[src/rtl/axil_irq_ctrl.sv]
// ---------------------------------------------------------------------------
// axil_irq_ctrl : 32-line edge-triggered interrupt controller, AXI-Lite slave
// Revision 1.0
// ---------------------------------------------------------------------------
`default_nettype none

module axil_irq_ctrl #(
  parameter int ADDR_W = 8
) (
  input  logic              clk,
  input  logic              reset,
  input  logic [31:0]       src,
  output logic [31:0]       irq,
  input  logic [31:0]       eoi,
  input  logic [ADDR_W-1:0] awaddr,
  input  logic              awvalid,
  output logic              awready,
  input  logic [31:0]       wdata,
  input  logic [3:0]        wstrb,
  input  logic              wvalid,
  output logic              wready,
  output logic [1:0]        bresp,
  output logic              bvalid,
  input  logic              bready,
  input  logic [ADDR_W-1:0] araddr,
  input  logic              arvalid,
  output logic              arready,
  output logic [31:0]       rdata,
  output logic [1:0]        rresp,
  output logic              rvalid,
  input  logic              rready
);

  localparam int IDX_W = ADDR_W - 2;
  localparam logic [1:0] OKAY   = 2'b00;
  localparam logic [1:0] SLVERR = 2'b10;

  typedef enum logic [1:0] {IDLE = 2'd0, WRESP = 2'd1, RRESP = 2'd2} state_t;

  state_t      state;
  logic [31:0] src_q, eoi_q;
  logic [31:0] pending, enable, autoclr;
  logic [15:0] eoicnt;

  logic [IDX_W-1:0] widx, ridx;
  logic [31:0] wmask, wd, rise, efall, set_v, clr_v, pend_nxt, rd_data;
  logic        wr_commit, wr_err, rd_err;
  logic        w_pend, w_en, w_ac, w_set;
  logic        unused_addr_bits;

  assign unused_addr_bits = ^{awaddr[1:0], araddr[1:0]};

  always_comb begin
    wmask     = {{8{wstrb[3]}}, {8{wstrb[2]}}, {8{wstrb[1]}}, {8{wstrb[0]}}};
    wd        = wdata & wmask;
    wr_commit = (state == IDLE) && awready;
    widx      = awaddr[ADDR_W-1:2];
    ridx      = araddr[ADDR_W-1:2];
    wr_err    = 1'b1;
    w_pend    = 1'b0;
    w_en      = 1'b0;
    w_ac      = 1'b0;
    w_set     = 1'b0;
    case (widx)
      IDX_W'(0): begin wr_err = 1'b0; w_pend = wr_commit; end
      IDX_W'(1): begin wr_err = 1'b0; w_en   = wr_commit; end
      IDX_W'(2): begin wr_err = 1'b0; w_ac   = wr_commit; end
      IDX_W'(4): begin wr_err = 1'b0; w_set  = wr_commit; end
      default:   wr_err = 1'b1;
    endcase

    rise     = src & ~src_q;
    efall    = eoi_q & ~eoi;
    // Sets are applied after clears so a same-cycle set always wins.
    set_v    = rise | (w_set ? wd : 32'h0);
    clr_v    = (w_pend ? wd : 32'h0) | (efall & autoclr);
    pend_nxt = (pending & ~clr_v) | set_v;

    rd_err  = 1'b0;
    rd_data = 32'h0;
    case (ridx)
      IDX_W'(0): rd_data = pending;
      IDX_W'(1): rd_data = enable;
      IDX_W'(2): rd_data = autoclr;
      IDX_W'(3): rd_data = pending & enable;
      IDX_W'(4): rd_data = 32'h0;
      IDX_W'(5): rd_data = {16'h0, eoicnt};
      default:   rd_err  = 1'b1;
    endcase
  end

  always_ff @(posedge clk) begin
    if (reset) begin
      src_q   <= src;
      eoi_q   <= eoi;
      pending <= 32'h0;
      enable  <= 32'h0;
      autoclr <= 32'h0;
      eoicnt  <= 16'h0;
      irq     <= 32'h0;
    end else begin
      src_q   <= src;
      eoi_q   <= eoi;
      pending <= pend_nxt;
      irq     <= pending & enable;
      if (w_en) enable  <= (enable & ~wmask) | wd;
      if (w_ac) autoclr <= (autoclr & ~wmask) | wd;
      if (|efall) eoicnt <= eoicnt + 16'd1;
    end
  end

  // Ready strobes are raised for one cycle; the handshake edge is the one after.
  always_ff @(posedge clk) begin
    if (reset) begin
      state   <= IDLE;
      awready <= 1'b0;
      wready  <= 1'b0;
      arready <= 1'b0;
      bvalid  <= 1'b0;
      bresp   <= OKAY;
      rvalid  <= 1'b0;
      rresp   <= OKAY;
      rdata   <= 32'h0;
    end else begin
      case (state)
        IDLE: begin
          if (awready) begin
            awready <= 1'b0;
            wready  <= 1'b0;
            bvalid  <= 1'b1;
            bresp   <= wr_err ? SLVERR : OKAY;
            state   <= WRESP;
          end else if (arready) begin
            arready <= 1'b0;
            rvalid  <= 1'b1;
            rdata   <= rd_data;
            rresp   <= rd_err ? SLVERR : OKAY;
            state   <= RRESP;
          end else if (awvalid && wvalid) begin
            awready <= 1'b1;
            wready  <= 1'b1;
          end else if (arvalid) begin
            arready <= 1'b1;
          end
        end
        WRESP: begin
          if (bready) begin
            bvalid <= 1'b0;
            state  <= IDLE;
          end
        end
        RRESP: begin
          if (rready) begin
            rvalid <= 1'b0;
            state  <= IDLE;
          end
        end
        default: state <= IDLE;
      endcase
    end
  end

endmodule

`default_nettype wire

[config.mk]
export PLATFORM = sky130hd
export DESIGN_NAME = axil_irq_ctrl
export DESIGN_NICKNAME = d
export VERILOG_FILES = /design/src/rtl/axil_irq_ctrl.sv
export SDC_FILE = /design/constraint.sdc
export NUM_CORES = 1
export LEC_CHECK = 0
export BUFFER_PORTS_ARGS = -buffer_cell sky130_fd_sc_hd__buf_4
export CAP_MARGIN = 0
export CORE_ASPECT_RATIO = 0.7
export CORE_UTILIZATION = 55
export CTS_BUF_LIST = sky130_fd_sc_hd__clkbuf_8
export DETAILED_ROUTE_END_ITERATION = 8
export GPL_TIMING_DRIVEN = 0
export PLACE_DENSITY_LB_ADDON = 0.25
export SYNTH_ARGS = -nofsm -noshare
export SYNTH_HDL_FRONTEND = slang
export SYNTH_SLANG_ARGS = --single-unit
[constraint.sdc]
create_clock -name clk -period 3.8 [get_ports clk]
set_clock_uncertainty 0.05 [all_clocks]
set_input_delay 0.76 -clock clk [delete_from_list [all_inputs] [get_ports clk]]
set_output_delay 0.76 -clock clk [all_outputs]
set_load 0.1 [all_outputs]
==> results_dict.tcl, run 1 <==
set metrics [dict create \
    yosysWarningCount 0 \
    ys_ff_latch 249 \
    die_y_um 114 \
    nets 1445 \
    regArea_um2 4980 \
    post-route-min-period_ns 2.71 \
    cts-buffers-inserted 37 \
    synthFlopType "dfxtp_1" \
    cts_root_buffer "clkbuf_8" \
    worstMarginPinSlew_ns 0.897 \
    final_common_cell "dfxtp_1" \
    rows 40 \
    cp-start-kind "input pin" \
    yosys.area_share.simple 0.192 \
    drt_iter0_drc 1066 \
    rsz0062_at_grt "no" \
    synthMuxAreaShare 0.0196 \
    synth_xor_area_frac 0.00179 \
    crit_type "in -> reg" \
    synth_top_family_by_area "compound AO/OA/AOI/OAI gates" \
    dieArea_um2 18300 \
    core_um2 17300 \
    die-width_um 161 \
    drt-total-wl_mm 29.0 \
    cts-hold-fix-buffers 0 \
    layout_common_cells "dfxtp_1 (249), buf_4 (200), nand2_1 (199)" \
    synth_cell_types 55 \
    synth_area_per_cell_um2 8.96 \
    startpoint "eoi[7]" \
    post_dp_cell_area_um2 11500 \
    dr.max_layer_used "met4" \
    io_buffers 188 \
    antenna_found_initial 0 \
    slew_violations 0 \
    cp.required_ns 4.13 \
    gp_congestion 0.938 \
    hold_class "in -> reg" \
    area_growth_pct 25.2 \
    ys_async_sr_fraction 0 \
    wl_met2_mm 12.6 \
    drc 0 \
    reg2reg_to "eoicnt[1]" \
    clk_latency_ns 0.53 \
    postRouteAntennaNets 0 \
    slew_headroom 0.402 \
    synth_seq_area_share 0.509 \
    crit_end "eoicnt[1]" \
    avgRoutedWirePerCell_um 18.4 \
    worst-path-max-fanout 10 \
    clock.fmax_mhz 369 \
    powerDensity_nw_per_um2 445 \
    grt_pass1_wl_mm 45.1 \
    critical_path_arrival_ns 3.04 \
    reg2reg_depth 9 \
    hold_viol_final 0 \
    tritoncts "done" \
    cts_setup_buffers 0 \
    dp_hpwl_mm 20.7 \
    via_count 9115 \
    status "finished clean" \
    final_area_um2 12300 \
    track_usage 0.313 \
    synthCells 1093 \
    clock_path_buffers 3 \
    finalSetupTns_ns 0 \
    cts_sinks 249 \
    ios 196 \
    grt-ovfl-total 0 \
    n_antenna_cell 0 \
    htree_levels 2 \
    start_util 0.567 \
    numPlacedInstances 1513 \
    drt-pass1-iter-count 8 \
    finalPower_mw 5.46 \
    fillers 1405 \
    rr_startpoint "eoi_q[7]" \
    wl_met3_mm 3.03 \
    critPathCaptureType "register" \
    cts_resized 0 \
    setup_violations 0 \
    max-cap-violations 0 \
    clk_pin_slew_worst_paths_ns 0.07 \
    met1Wirelength_mm 12.6 \
    fin_crit_sh 0.713 \
    synth_edf_count 0 \
    synth_compound_area_frac 0.219 \
    synthAdderAreaFrac 0.00128 \
    grt_pass1_vias 8611 \
    multi_input_area_um2 4250 \
    fin_cells 1580 \
    peakVddDrop_mv 0.299 \
    drive_gt1_frac 0.256 \
    cellLeakagePower_nw 4.89 \
    via_per_inst 5.77 \
    syn_area_um2 9790 \
    grt_max_degree 11 \
    rrSetupSlack_ns 1.15 \
]
## layer usage
| metal | track usage | vias up |
|---|---|---|
| met2 | 0.474 | 499 |
| met3 | 0.0676 | 61 |
| met4 | 0.103 | 0 |
| met5 | 0 | - |
| li1 | - | 4258 |
| met1 | 0.443 | 4297 |
## synth_stat cells (all sizes together) (10+ instances only)
cell type  number  area share
dfxtp         249        0.51
nand2         199       0.076
a21oi         131       0.092
nor2           79       0.031
inv            69       0.026
nand2b         42       0.027
o21ai          39       0.020
clkbuf         34       0.013
a221oi         32       0.029
buf            27       0.017
mux2i          18       0.018
a22o           16       0.014
o22ai          16       0.010
and2           13      0.0083
or4            10      0.0081
## final cells by class
type / count / area share
timing repair buffer: 188 / 0.115
sequential: 249 / 0.407
tap: 231 / 0.0236
clock inverter: 19 / 0.00867
inverter: 69 / 0.0211
clock buffer: 48 / 0.0539
multi-input combinational: 715 / 0.347
buffer: 61 / 0.0243
## worst min path at each step
stage | startpoint | endpoint | slack, ns | depth (start not counted)
after global placement | register | irq[25] | 0.39 | 2
after detailed placement | register | irq[21] | 0.39 | 2
after global routing | eoi[14] | eoi_q[14] | 0.27 | 1
after CTS | eoi[14] | eoi_q[14] | 0.27 | 1
final | eoi[14] | eoi_q[14] | 0.29 | 1
after floorplan | register | irq[16] | 0.37 | 2
## metrics by stage
| step | utilization | hold WS, ns | setup slack [ns] |
|---|---|---|---|
| after global placement | 0.666 | 0.390 | 0.637 |
| after floorplan | - | 0.373 | 1.32 |
| after CTS | 0.710 | 0.274 | 1.12 |
| after detailed placement | 0.666 | 0.389 | 0.604 |
| final | 0.710 | 0.285 | 1.09 |
| after global routing | 0.710 | 0.272 | 0.872 |
## worst max-delay path: stages
cell and delay [ns]:
buf_4 0.08, nand2b_1 0.18, o2111ai_1 0.18, nor4_1 0.70, and2_1 0.22, buf_2 0.21, buf_4 0.20, buf_2 0.25
mux2i_1 0.21, nor2_1 0.05
## power breakdown
part	leakage, nW	switching [mW]	total (mW)	internal [mW]
Combinational	2.41	0.301	0.488	0.188
Clock	0.444	1.04	2.24	1.20
Sequential	2.04	0.0479	2.73	2.68
## cells by family (layout without fill, tap and decap cells)
| logic type | Yosys count | after routing |
|---|---|---|
| compound gates | 295 | 295 |
| fa+ha+maj | 1 | 1 |
| other cells | 1 | 2 |
| flops | 249 | 249 |
| mux | 19 | 19 |
| xor+xnor | 2 | 2 |
| simple gates | 396 | 396 |
| buf+inv | 130 | 385 |
(Power assumes the default switching activity.)
==> inputs of run 2 (changes only) <==
==> constraint.sdc (replaced) <==
create_clock -name clk -period 2.6 [get_ports clk]
set_clock_uncertainty 0.05 [all_clocks]
set_input_delay 0.52 -clock clk [delete_from_list [all_inputs] [get_ports clk]]
set_output_delay 0.52 -clock clk [all_outputs]
set_load 0.1 [all_outputs]
==> run 2 against run 1 <==
  * Register-to-register slack worse by 0.94 ns
  * Count of clock-buffer cells in the layout did not move
  * First-iteration DRC count increased by 5.9%
  * Worst setup slack worse by 0.88 ns
  * Critical path depth down 1
  * Die area unchanged
  * Critical path type is now reg -> reg
  * Critical endpoint unchanged
==> results_dict.tcl, run 2 (synthesis gave the netlist of run 1 again) <==
set metrics [dict create \
    io_buffers 188 \
    peakVddDrop_mv 0.438 \
    slew_violations 0 \
    via_count 9075 \
    finalPower_mw 7.97 \
    drive_gt1_frac 0.256 \
    critical_path_arrival_ns 2.73 \
    crit_path_cell_trace "nand2b_1, o2111ai_1, nor4_4, and2_1, buf_2, buf_4, buf_2, mux2i_1, nor2_1" \
    dieArea_um2 18300 \
    area_growth_pct 25.4 \
    crit_path_frequent_cell "buf_2" \
    powerDensity_nw_per_um2 649 \
    drc 0 \
    cp_top_family "simple AND/OR/NAND/NOR gates" \
    grt_max_degree 11 \
    drt_iter0_drc 1129 \
    status "finished clean" \
    hold_class "in -> reg" \
    cts_sinks 249 \
    finalSetupTns_ns 0 \
    rows 40 \
    grt-ovfl-total 0 \
    gp_congestion 0.938 \
    rrSetupSlack_ns 0.21 \
    worstMarginPinSlew_ns 0.890 \
    avgRoutedWirePerCell_um 18.3 \
    final_common_cell "dfxtp_1" \
    crit_end "eoicnt[1]" \
    critical_path_depth 9 \
    via_per_inst 5.74 \
    setup_violations 0 \
    core_um2 17300 \
    cellLeakagePower_nw 4.90 \
    max-cap-violations 0 \
    dp_hpwl_mm 20.7 \
    critPathCaptureType "register" \
    clock.fmax_mhz 418 \
    reg2reg_depth 9 \
    hold_viol_final 0 \
    worst-path-max-fanout 10 \
    worst-path-buf-inv 3 \
    post-route-min-period_ns 2.39 \
    track_usage 0.313 \
    slowest_delay_ns 0.42 \
    rr_startpoint "eoi_q[7]" \
    n_antenna_cell 0 \
    slew_headroom 0.407 \
    grt_pass1_vias 8621 \
    clk_pin_slew_worst_paths_ns 0.07 \
    start_util 0.567 \
    slowest_stage "nor4_4" \
    startpoint "eoi_q[7]" \
    nets 1445 \
    cp.required_ns 2.94 \
    cts-buffers-inserted 37 \
    drt-total-wl_mm 28.8 \
    antenna_found_initial 0 \
    drt-pass1-iter-count 5 \
    fin_crit_sh 0.919 \
    clk_latency_ns 0.53 \
    grt_pass1_wl_mm 45.1 \
    reg2reg_to "eoicnt[1]" \
    cts_setup_buffers 0 \
    rsz0062_at_grt "no" \
    postRouteAntennaNets 0 \
    crit_type "reg -> reg" \
    die-width_um 161 \
    die_y_um 114 \
    cp-start-kind "register" \
    fillers 1402 \
    ios 196 \
    clock_path_buffers 3 \
    layout_common_cells "dfxtp_1 (249), buf_4 (200), nand2_1 (199)" \
    htree_levels 2 \
    tritoncts "done" \
    cts_root_buffer "clkbuf_8" \
]
-- run 2: cell count changes in the layout (fill, tap and decap cells not counted) --
cell    delta
nor4_1     -1
nor4_4     +1
-- run 2: worst min path at each step --
stage / cells past startpoint / startpoint / end
2_1_floorplan: 2 / register / irq[16]
3_3_place_gp: 2 / register / irq[25]
3_5_place_dp: 2 / register / irq[21]
4_1_cts: 1 / eoi[14] / eoi_q[14]
5_1_grt: 1 / eoi[14] / eoi_q[14]
6_report: 1 / eoi[14] / eoi_q[14]
-- run 2: worst reg2reg max path: stages, from the launching register on --
cell and delay [ns]:
dfxtp_1 0.30, nand2b_1 0.16, o2111ai_1 0.24, nor4_4 0.43
and2_1 0.18, buf_2 0.19, buf_4 0.20, buf_2 0.26
mux2i_1 0.21, nor2_1 0.05
-- run 2: metal layers --
metal / vias up / GRT usage / routed length [um]
met5: - / 0 / 0
met4: 0 / 0.104 / 792
met3: 62 / 0.0691 / 3050
met2: 489 / 0.474 / 12400
met1: 4258 / 0.442 / 12600
li1: 4266 / - / -
-- run 2: repair_timing --
item | CTS | global route
pin swaps | 0 | 0
setup endpoints to repair | 3 | 2
gates resized for setup | 1 | 1
hold buffers | 0 | 0
-- run 2: layout make-up --
| type | instances | area (um^2) | area share |
|---|---|---|---|
| sequential | 249 | 4980 | 0.406 |
| clock inverter | 19 | 106 | 0.00866 |
| clock buffer | 48 | 661 | 0.0538 |
| tap | 231 | 289 | 0.0235 |
| timing repair buffer | 188 | 1410 | 0.115 |
| buffer | 61 | 298 | 0.0243 |
| multi-input combinational | 715 | 4270 | 0.348 |
| inverter | 69 | 259 | 0.0211 |
-- run 2: stage by stage --
stage / util / setup slack [ns] / std cells / hold WS, ns / instance area [um^2]
floorplan: - / 0.121 / 1094 / 0.373 / 9790
CTS: 0.710 / 0.164 / 1580 / 0.0344 / 12300
global placement: 0.666 / -0.323 / 1513 / 0.390 / 11500
finish: 0.711 / 0.210 / 1580 / 0.0469 / 12300
global route: 0.711 / 0.0506 / 1580 / 0.0316 / 12300
detailed placement: 0.666 / -0.356 / 1513 / 0.389 / 11500
-- run 2: power by group --
part,leakage (nW),total [mW],switching [mW],internal (mW)
Clock,0.444,3.26,1.51,1.76
Sequential,2.04,3.99,0.0701,3.92
Combinational,2.41,0.714,0.440,0.275
==> inputs of run 3 (changes only) <==
--- a/config.mk
+++ b/config.mk
@@ -8,7 +8,7 @@
 export BUFFER_PORTS_ARGS = -buffer_cell sky130_fd_sc_hd__buf_4
 export CAP_MARGIN = 0
 export CORE_ASPECT_RATIO = 0.7
-export CORE_UTILIZATION = 55
+export CORE_UTILIZATION = 57
 export CTS_BUF_LIST = sky130_fd_sc_hd__clkbuf_8
 export DETAILED_ROUTE_END_ITERATION = 8
 export GPL_TIMING_DRIVEN = 0
==> run 3 against run 2 <==
  * Flip-flop and latch count unchanged
  * Maximum frequency down 6.1%
  * Via count up 0.99%
  * First-iteration DRC count down 12%
  * Critical path type unchanged
  * Largest cell class unchanged
  * Highest routed layer unchanged
==> results_dict.tcl, run 3 (synthesis gave the netlist of run 1 again) <==
set metrics [dict create \
    status "finished clean" \
    dp_hpwl_mm 20.8 \
    hold_class "in -> reg" \
    via_count 9165 \
    nets 1445 \
    critical_path_arrival_ns 2.87 \
    grt_max_degree 11 \
    rsz0062_at_grt "no" \
    fin_cells 1573 \
    cts_resized 1 \
    grt_pass1_vias 8611 \
    fin_crit_sh 0.979 \
    clock.fmax_mhz 393 \
    layout_common_cells "dfxtp_1 (249), buf_4 (200), nand2_1 (199)" \
    regArea_um2 4980 \
    finalSetupTns_ns 0 \
    fillers 1225 \
    hold_depth 1 \
    worstMarginPinSlew_ns 0.897 \
    rrSetupSlack_ns 0.05 \
    post_dp_cell_area_um2 11500 \
    reg2reg_to "eoicnt[1]" \
    whs_ns 0.0591 \
    avgRoutedWirePerCell_um 18.4 \
    finalWorstSetupSlack_ns 0.0544 \
    drive_gt1_frac 0.254 \
    cts_sinks 249 \
    slew_violations 0 \
    numPlacedInstances 1507 \
    drc 0 \
    ios 196 \
    grt-ovfl-total 0 \
    drt-pass1-iter-count 5 \
    max-cap-violations 0 \
    die_y_um 112 \
    io_buffers 188 \
    slew_headroom 0.402 \
    cellLeakagePower_nw 4.87 \
    hold_viol_final 0 \
    cts-hold-fix-buffers 0 \
    core_um2 16500 \
    reg2reg_depth 9 \
    cp.required_ns 2.93 \
    crit_type "reg -> reg" \
    htree_levels 2 \
    cts-buffers-inserted 37 \
    worst_hold_startpoint "eoi[28]" \
    area_growth_pct 24.7 \
    powerDensity_nw_per_um2 638 \
    holdPathEnd "eoi_q[28]" \
    dp_slack_ns -0.390 \
    rows 39 \
    clk_pin_slew_worst_paths_ns 0.07 \
    post-route-min-period_ns 2.55 \
    start_util 0.592 \
    tritoncts "done" \
    drt_iter0_drc 995 \
    grt_pass1_wl_mm 45.0 \
    peakVddDrop_mv 0.463 \
    drt-total-wl_mm 29.0 \
    gp_congestion 0.933 \
    dieArea_um2 17700 \
    cts_setup_buffers 0 \
    clock_path_buffers 3 \
    finalPower_mw 7.78 \
    worst-path-max-fanout 10 \
    n_antenna_cell 0 \
    final_util 0.738 \
    track_usage 0.328 \
    via_per_inst 5.83 \
    postRouteAntennaNets 0 \
    critPathCaptureType "register" \
    setup_violations 0 \
    die-width_um 159 \
    cts_root_buffer "clkbuf_8" \
    multi_input_area_um2 4260 \
    clk_latency_ns 0.52 \
    cp-start-kind "register" \
    final_area_um2 12200 \
    antenna_found_initial 0 \
    rr_startpoint "eoi_q[7]" \
    final_common_cell "dfxtp_1" \
]
==> run 3: changes by cell type in the layout (fill, tap and decap cells not counted) <==
cell       delta
bufinv_16     -1
clkbuf_8      -2
clkinv_2      -1
inv_1         +3
nor4_2        +1
nor4_4        -1
==> run 3: layout make-up <==
type                    count  area share
multi-input cells         715       0.349
clock inverters            20     0.00676
inverters                  69      0.0212
well taps                 225      0.0231
clock buffers              46      0.0519
flip-flops and latches    249       0.408
plain buffers              61      0.0244
repair buffers            188       0.116
==> run 3: power breakdown <==
group | internal, mW | total, mW | switching, mW
registers | 3.92 | 3.99 | 0.0704
logic | 0.274 | 0.714 | 0.440
clock network | 1.59 | 3.08 | 1.49
total | 5.79 | 7.78 | 2.00
==> run 3: routing by layer <==
metal | up-vias | global-route usage | wire length (um)
li1 | 4267 | - | -
met2 | 520 | 0.482 | 12600
met4 | 0 | 0.112 | 626
met5 | - | 0 | 0
met1 | 4317 | 0.483 | 12800
met3 | 61 | 0.0576 | 3030
==> run 3: how the worst max path moves through the flow <==
| stage | cells after the start | start | end |
|---|---|---|---|
| final | 9 | eoi_q[7] | eoicnt[1] |
| after global routing | 9 | eoi_q[7] | eoicnt[1] |
| after CTS | 9 | eoi_q[7] | eoicnt[1] |
| after detailed placement | 10 | eoi[7] | eoicnt[1] |
| after global placement | 10 | eoi[7] | eoicnt[1] |
| after floorplan | 7 | awready | pending[22] |
==> run 3: worst max-delay path, cell delays in order (launching register included) <==
cell and delay, ns:
dfxtp_1 0.30, nand2b_1 0.14, o2111ai_1 0.21, nor4_2 0.53
and2_1 0.19, buf_2 0.21, buf_4 0.21, buf_2 0.26
mux2i_1 0.23, nor2_1 0.07
